===== src/rtl/fx3_host_reader_if.sv =====
// Bundle of the FX3 host reader handshake/data signals.
//   master : FPGA-side / host control view (drives start/stop/data, observes status)
//   slave  : the fx3_host_reader block itself
// Words are carried as raw 16-bit vectors; the sample is interpreted as signed
// only by whoever consumes wordData.
interface fx3_host_reader_if;
    // control and FPGA-side inputs to the reader
    logic        start;
    logic        stop;
    logic        testModeEnable;
    logic        dataAvailable;
    logic        bufferError;
    logic [15:0] databus;
    // reader outputs
    logic        collectData;
    logic        readData;
    logic        testMode;
    logic        wordValid;
    logic [15:0] wordData;
    logic        busy;
    logic [31:0] burstCount;
    logic [15:0] seqErrorCount;
    logic        bufferErrorSeen;

    modport master (
        output start, stop, testModeEnable, dataAvailable, bufferError, databus,
        input  collectData, readData, testMode, wordValid, wordData, busy,
        input  burstCount, seqErrorCount, bufferErrorSeen
    );

    modport slave (
        input  start, stop, testModeEnable, dataAvailable, bufferError, databus,
        output collectData, readData, testMode, wordValid, wordData, busy,
        output burstCount, seqErrorCount, bufferErrorSeen
    );
endinterface


===== src/rtl/fx3_host_reader.sv =====
// FX3 host reader: pulls fixed-length bursts of 16-bit words from the FPGA side,
// captures them after a fixed read latency, and optionally checks a test pattern.
// Ports:
//   fx3_clock : sole clock, rising edge
//   nReset    : synchronous, active-low reset
//   bus       : fx3_host_reader_if.slave (start/stop/config/data in, strobes/status out)
// Session flow: IDLE -> WAIT_AVAIL -> READ (BURST_LEN strobes) -> DRAIN (READ_LATENCY)
// -> GAP (GAP_CYCLES) -> WAIT_AVAIL or IDLE. A stop seen mid-burst is deferred until
// the burst and its gap have finished.
module fx3_host_reader #(
    parameter int unsigned BURST_LEN    = 8192,
    parameter int unsigned READ_LATENCY = 2,
    parameter int unsigned GAP_CYCLES   = 4
) (
    input logic              fx3_clock,
    input logic              nReset,
    fx3_host_reader_if.slave bus
);

    typedef enum logic [2:0] {StIdle, StWaitAvail, StRead, StDrain, StGap} state_e;

    state_e state_q, state_d;
    logic [31:0] cnt_q, cnt_d;
    logic        stop_pend_q, stop_pend_d;
    logic        session_start;
    logic        burst_done;

    logic                    read_data;
    logic                    busy;
    logic [READ_LATENCY-1:0] rd_pipe_q, rd_pipe_d;
    logic [15:0]             word_q;
    logic                    test_mode_q;
    logic [31:0]             burst_cnt_q;
    logic [15:0]             seq_err_q;
    logic                    buf_err_q;
    logic                    seeded_q;
    logic [9:0]              exp_q;
    logic [9:0]              sample;
    logic                    mismatch;
    logic                    word_valid;

    // Next-state logic; one counter is reused for the READ, DRAIN and GAP phases.
    always_comb begin
        state_d       = state_q;
        cnt_d         = cnt_q;
        stop_pend_d   = stop_pend_q;
        session_start = 1'b0;
        burst_done    = 1'b0;
        unique case (state_q)
            StIdle: begin
                if (bus.start) begin
                    session_start = 1'b1;
                    stop_pend_d   = 1'b0;
                    state_d       = StWaitAvail;
                end
            end
            StWaitAvail: begin
                // stop takes priority over a simultaneous dataAvailable
                if (bus.stop || stop_pend_q) begin
                    stop_pend_d = 1'b0;
                    state_d     = StIdle;
                end else if (bus.dataAvailable) begin
                    cnt_d   = 32'd0;
                    state_d = StRead;
                end
            end
            StRead: begin
                stop_pend_d = stop_pend_q | bus.stop;
                if (cnt_q == 32'(BURST_LEN - 1)) begin
                    cnt_d   = 32'd0;
                    state_d = StDrain;
                end else begin
                    cnt_d = cnt_q + 32'd1;
                end
            end
            StDrain: begin
                stop_pend_d = stop_pend_q | bus.stop;
                if (cnt_q == 32'(READ_LATENCY - 1)) begin
                    cnt_d      = 32'd0;
                    burst_done = 1'b1;
                    state_d    = StGap;
                end else begin
                    cnt_d = cnt_q + 32'd1;
                end
            end
            StGap: begin
                stop_pend_d = stop_pend_q | bus.stop;
                if (cnt_q == 32'(GAP_CYCLES - 1)) begin
                    cnt_d = 32'd0;
                    if (stop_pend_q || bus.stop) begin
                        stop_pend_d = 1'b0;
                        state_d     = StIdle;
                    end else begin
                        state_d = StWaitAvail;
                    end
                end else begin
                    cnt_d = cnt_q + 32'd1;
                end
            end
            default: begin
                stop_pend_d = 1'b0;
                state_d     = StIdle;
            end
        endcase
    end

    assign busy      = (state_q != StIdle);
    assign read_data = (state_q == StRead);

    // Delay line modelling the FPGA-side read latency; its last stage marks valid words.
    always_comb begin
        rd_pipe_d    = rd_pipe_q;
        rd_pipe_d[0] = read_data;
        for (int unsigned i = 1; i < READ_LATENCY; i++) begin
            rd_pipe_d[i] = rd_pipe_q[i-1];
        end
    end

    assign word_valid = rd_pipe_q[READ_LATENCY-1];

    // Test pattern: 10-bit sample sits in the top bits with its MSB inverted.
    assign sample   = {~word_q[15], word_q[14:6]};
    assign mismatch = (word_q[5:0] != 6'd0) || (seeded_q && (sample != exp_q));

    always_ff @(posedge fx3_clock) begin
        if (!nReset) begin
            state_q     <= StIdle;
            cnt_q       <= 32'd0;
            stop_pend_q <= 1'b0;
            rd_pipe_q   <= '0;
            word_q      <= 16'd0;
            test_mode_q <= 1'b0;
            burst_cnt_q <= 32'd0;
            seq_err_q   <= 16'd0;
            buf_err_q   <= 1'b0;
            seeded_q    <= 1'b0;
            exp_q       <= 10'd0;
        end else begin
            state_q     <= state_d;
            cnt_q       <= cnt_d;
            stop_pend_q <= stop_pend_d;
            rd_pipe_q   <= rd_pipe_d;
            // Register the bus word on the cycle it becomes valid at the output.
            if (rd_pipe_d[READ_LATENCY-1]) begin
                word_q <= bus.databus;
            end
            if (session_start) begin
                test_mode_q <= bus.testModeEnable;
                burst_cnt_q <= 32'd0;
                seq_err_q   <= 16'd0;
                buf_err_q   <= 1'b0;
                seeded_q    <= 1'b0;
            end else begin
                if (burst_done) begin
                    burst_cnt_q <= burst_cnt_q + 32'd1;
                end
                if (bus.bufferError && busy) begin
                    buf_err_q <= 1'b1;
                end
                // Expected value always follows the received sample, so a mismatch re-seeds.
                if (word_valid && test_mode_q) begin
                    seeded_q <= 1'b1;
                    exp_q    <= sample + 10'd1;
                    if (mismatch && (seq_err_q != 16'hFFFF)) begin
                        seq_err_q <= seq_err_q + 16'd1;
                    end
                end
            end
        end
    end

    assign bus.collectData     = busy;
    assign bus.readData        = read_data;
    assign bus.testMode        = test_mode_q;
    assign bus.wordValid       = word_valid;
    assign bus.wordData        = word_q;
    assign bus.busy            = busy;
    assign bus.burstCount      = burst_cnt_q;
    assign bus.seqErrorCount   = seq_err_q;
    assign bus.bufferErrorSeen = buf_err_q;

endmodule


===== src/flat_wrapper.sv =====
// flat-port wrapper written by rule: the top's interface ports become plain ports
module fx3_host_reader_flat 
#(
    parameter int unsigned BURST_LEN    = 8192,
    parameter int unsigned READ_LATENCY = 2,
    parameter int unsigned GAP_CYCLES   = 4
)
  (fx3_clock, nReset, bus_start, bus_stop, bus_testModeEnable, bus_dataAvailable, bus_bufferError, bus_databus, bus_collectData, bus_readData, bus_testMode, bus_wordValid, bus_wordData, bus_busy, bus_burstCount, bus_seqErrorCount, bus_bufferErrorSeen);
  fx3_host_reader_if bus_i ();
  input logic fx3_clock;
  input logic nReset;
  input wire logic [$bits(bus_i.start)-1:0] bus_start;
  input wire logic [$bits(bus_i.stop)-1:0] bus_stop;
  input wire logic [$bits(bus_i.testModeEnable)-1:0] bus_testModeEnable;
  input wire logic [$bits(bus_i.dataAvailable)-1:0] bus_dataAvailable;
  input wire logic [$bits(bus_i.bufferError)-1:0] bus_bufferError;
  input wire logic [$bits(bus_i.databus)-1:0] bus_databus;
  output wire logic [$bits(bus_i.collectData)-1:0] bus_collectData;
  output wire logic [$bits(bus_i.readData)-1:0] bus_readData;
  output wire logic [$bits(bus_i.testMode)-1:0] bus_testMode;
  output wire logic [$bits(bus_i.wordValid)-1:0] bus_wordValid;
  output wire logic [$bits(bus_i.wordData)-1:0] bus_wordData;
  output wire logic [$bits(bus_i.busy)-1:0] bus_busy;
  output wire logic [$bits(bus_i.burstCount)-1:0] bus_burstCount;
  output wire logic [$bits(bus_i.seqErrorCount)-1:0] bus_seqErrorCount;
  output wire logic [$bits(bus_i.bufferErrorSeen)-1:0] bus_bufferErrorSeen;
  assign bus_i.start = bus_start;
  assign bus_i.stop = bus_stop;
  assign bus_i.testModeEnable = bus_testModeEnable;
  assign bus_i.dataAvailable = bus_dataAvailable;
  assign bus_i.bufferError = bus_bufferError;
  assign bus_i.databus = bus_databus;
  assign bus_collectData = bus_i.collectData;
  assign bus_readData = bus_i.readData;
  assign bus_testMode = bus_i.testMode;
  assign bus_wordValid = bus_i.wordValid;
  assign bus_wordData = bus_i.wordData;
  assign bus_busy = bus_i.busy;
  assign bus_burstCount = bus_i.burstCount;
  assign bus_seqErrorCount = bus_i.seqErrorCount;
  assign bus_bufferErrorSeen = bus_i.bufferErrorSeen;
  fx3_host_reader #(.BURST_LEN(BURST_LEN), .READ_LATENCY(READ_LATENCY), .GAP_CYCLES(GAP_CYCLES)) u_core (.fx3_clock(fx3_clock), .nReset(nReset), .bus(bus_i));
endmodule

===== config.mk =====
export PLATFORM = sky130hd
export DESIGN_NAME = fx3_host_reader_flat
export DESIGN_NICKNAME = d
export VERILOG_FILES = /design/src/rtl/fx3_host_reader_if.sv /design/src/rtl/fx3_host_reader.sv /design/src/flat_wrapper.sv
export SDC_FILE = /design/constraint.sdc
export NUM_CORES = 1
export LEC_CHECK = 0
export ABC_CLOCK_PERIOD_IN_PS = 5650
export CORE_MARGIN = 5
export CORE_UTILIZATION = 35
export DETAILED_ROUTE_END_ITERATION = 12
export PLACE_DENSITY_LB_ADDON = 0.2
export SYNTH_ARGS = -nofsm -noshare
export SYNTH_HDL_FRONTEND = slang
export SYNTH_SLANG_ARGS = --single-unit

===== constraint.sdc =====
create_clock -name fx3_clock -period 5.65 [get_ports fx3_clock]
set_input_delay 0.8475 -clock fx3_clock [delete_from_list [all_inputs] [get_ports fx3_clock]]
set_output_delay 0.8475 -clock fx3_clock [all_outputs]
set_load 0.01 [all_outputs]

==> summary.md <==
| Metric | Value |
|---|---|
| Status | finished, final reports clean |
| WL per Instance | approximately 14 um |
| Postcts setup bufs | 0 |
| Post-DRT Antenna Nets | 0 |
| Congestion Overflow GR | 0 |
| CP max FO | 13 |
| Routability cong. | approximately 0.82 |
| Worst slew margin | 0.290 |
| Initial antenna violation count | 0 |
| Fmax achieved | about 340 MHz |
| Top-area cell type share of the netlist area | 0.410 |
| Most common cell after layout, fill and taps aside | dfxtp_1 |
| Final Hold Vio Count | 0 |
| Worst slew pin tran | 1.06 ns |
| Die area | 0.0187 mm^2 |
| Clk buf depth | 2 |
| DRC | 0 |
| Sequential-to-total area share from yosys stat | 0.410 |
| Worst min path class | flip-flop to flip-flop |
| Setup violations, final | 0 |
| Worst EP required | ~4.8 ns |
| Area grow syn2layout | 29.2% |
| Crit path time final | 2.98 ns |
| Pre-CTS setup slack | between 2 and 3 ns |
| CP Launch Type | flip-flop |
| Final wirelength | around 13000 um |
| Max-capacitance violation count | 0 |
| Global-route wire length before repair | ~22000 um |
| Most frequent cells in the layout | dfxtp_1 (115), clkdlybuf4s50_1 (92), nor2_1 (85) |
| Placeable Area | roughly 0.016 mm^2 |
| # IOs | 93 |
| Setup crit end kind | output pin |
| Nets@finish | between 700 and 800 |
| Clk sinks | about 120 |
| Peak VDD IR | a little over 0.0002 V |
| Leakage power | between 2 and 2.5 nW |
| Post-Syn Nets | roughly 650 |
| RSZ-0062 raised after global routing | no |
| Post-Route Utilization | 0.458 |
| Share of layout cells above drive strength 1 | 0.0675 |
| Area of the mapped netlist | roughly 0.0056 mm^2 |
| TNS Setup | 0 ns |
| Iter 0 DRT Violations | around 340 |
| Number of buffers created by CTS | 17 |
| Standard-cell rows | between 40 and 50 |
| Final critical-path share of the clock period | 0.527 |
| Worst Setup Slack, final | about 2.7 ns |
| Kind of critical path | flip-flop to output pin |
| Synth area leaders | dfxtp_1 (41%), xor2_1 (7.2%), nor2_1 (5.7%) |
| Final instance area | 0.00725 mm^2 |
| HPWL Detailed | 9590 um |
| Port Buffers | 92 |
| Reg2Reg Launch Point | u_core.cnt_q[27] |
| DR vias | roughly 4700 |
| Clk_lat worst skew | between 0.4 and 0.5 ns |
| Max-slew violation count | 0 |
| Ant. Diodes | 0 |
| CTS tree | done |
| Largest net degree at the start of global routing | 38 |
| Netlist cell types | between 40 and 50 |
| Initial core utilization | 0.355 |
| Post-synthesis cell count | approximately 620 |
| Cell area power density | between 200 and 300 mW/mm^2 |
| Flops & latches, synth | roughly 120 |
| Placed Area | between 0.006 and 0.007 mm^2 |
| H-tree Lvls | 4 |
| Pre-antenna DRT Iters | 4 |
| Clock slew at the register clock pins of the worst setup and hold paths | around 0.050 ns |
| Worst EP arrival | 2.13 ns |
| Avg Cell Area, Syn | about 9.0 um^2 |
| Hold Buf Count CTS | 0 |
| Leading area contributor after synthesis | dfxtp_1 |
| Vias per cell | between 4 and 5 |
| Vias in the first global route | about 4500 |
| Total GRT Usage | 0.148 |
| Root buf cell | clkbuf_16 |
| Synth Warn # | 0 |
| Die H | 137 um |
| Start point of the worst hold path | u_core.exp_q[1] |
| Worst clock skew | about 0.0075 ns |
| R2r setup slk | 3.02 ns |
| Die width | around 140 um |
| Worst Setup SP | u_core.state_q[1] |
| CTS resizes | 0 |
==> synth_stat cells, drive strengths merged <==
master / n
a211oi: 1
a21boi: 4
a21o: 1
a21oi: 17
a22oi: 1
a31oi: 2
and2: 13
and3: 9
and3b: 1
and4: 12
and4bb: 1
buf: 9
clkbuf: 17
dfxtp: 115
ha: 5
inv: 13
mux2i: 22
nand2: 54
nand2b: 6
nand3: 36
nand3b: 1
nand4: 23
nor2: 85
nor2b: 19
nor3: 15
nor3b: 3
nor4: 11
nor4b: 2
o211a: 7
o211ai: 2
o21a: 1
o21ai: 9
o21bai: 1
o311a: 2
o311ai: 2
o31ai: 11
o41ai: 2
or3: 2
or4: 9
xnor2: 32
xor2: 46
==> sequential cells by signal (all words and copies together), names as in the netlist <==
register                    count
u_core.bus.bufferErrorSeen      1
u_core.bus.burstCount          32
u_core.bus.seqErrorCount       16
u_core.bus.testMode             1
u_core.bus.wordData            16
u_core.cnt_q                   32
u_core.exp_q                   10
u_core.rd_pipe_q                2
u_core.seeded_q                 1
u_core.state_q                  3
u_core.stop_pend_q              1
==> routing by layer <==
layer  wire length, um  track usage  part of all wire
met1              6160        0.191              0.47
met2              6280        0.233              0.48
met3               561       0.0452             0.043
met4               193       0.0526             0.015
met5                 0            0                 0
==> logic make-up (layout without fill, tap and decap cells) <==
family	Yosys count	count (layout)	share of synthesized area
xor+xnor	78	78	0.122
fa+ha+maj	5	5	0.0111
simple gates	302	302	0.307
mux	22	22	0.0392
compound gates	63	63	0.0778
buf+inv	39	141	0.0323
flops	115	115	0.410
==> worst paths after layout <==
check / depth (start not counted) / endpoint
worst max-delay path: 2 / bus_readData
worst min-delay path: 2 / u_core.exp_q[1]
worst max register to register: 6 / u_core.bus.burstCount[9]
worst min register to register: 2 / u_core.exp_q[1]
==> power by group <==
group / total, mW / internal [mW] / switching (mW)
registers: 0.843 / 0.823 / 0.0199
logic: 0.130 / 0.0599 / 0.0706
clock network: 0.982 / 0.628 / 0.354
total: 1.96 / 1.51 / 0.444
==> layout make-up <==
| cell class | instances | area [um^2] |
|---|---|---|
| Multi-Input combinational cell | 470 | 3130 |
| Fill cell | 1573 | 8580 |
| Clock inverter | 3 | 17.5 |
| Sequential cell | 115 | 2300 |
| Clock buffer | 29 | 531 |
| Timing Repair Buffer | 96 | 951 |
| Inverter | 13 | 48.8 |
| Tap cell | 216 | 270 |
==> worst max-delay path, cell delays in order (launching register included) <==
cell and delay, ns:
dfxtp_1 0.58, nor3b_1 0.50, clkdlybuf4s50_1 0.64
==> per-stage QoR <==
| stage | cells | total power, mW | hold WS, ns |
|---|---|---|---|
| after global routing | 942 | 2.03 | 0.511 |
| final | 942 | 1.96 | 0.483 |
| after global placement | 910 | 0.990 | 0.471 |
| after CTS | 942 | 1.98 | 0.485 |
| after detailed placement | 910 | 0.992 | 0.477 |
| after floorplan | 624 | 0.937 | 0.436 |
Power figures use the tool's default switching activity.
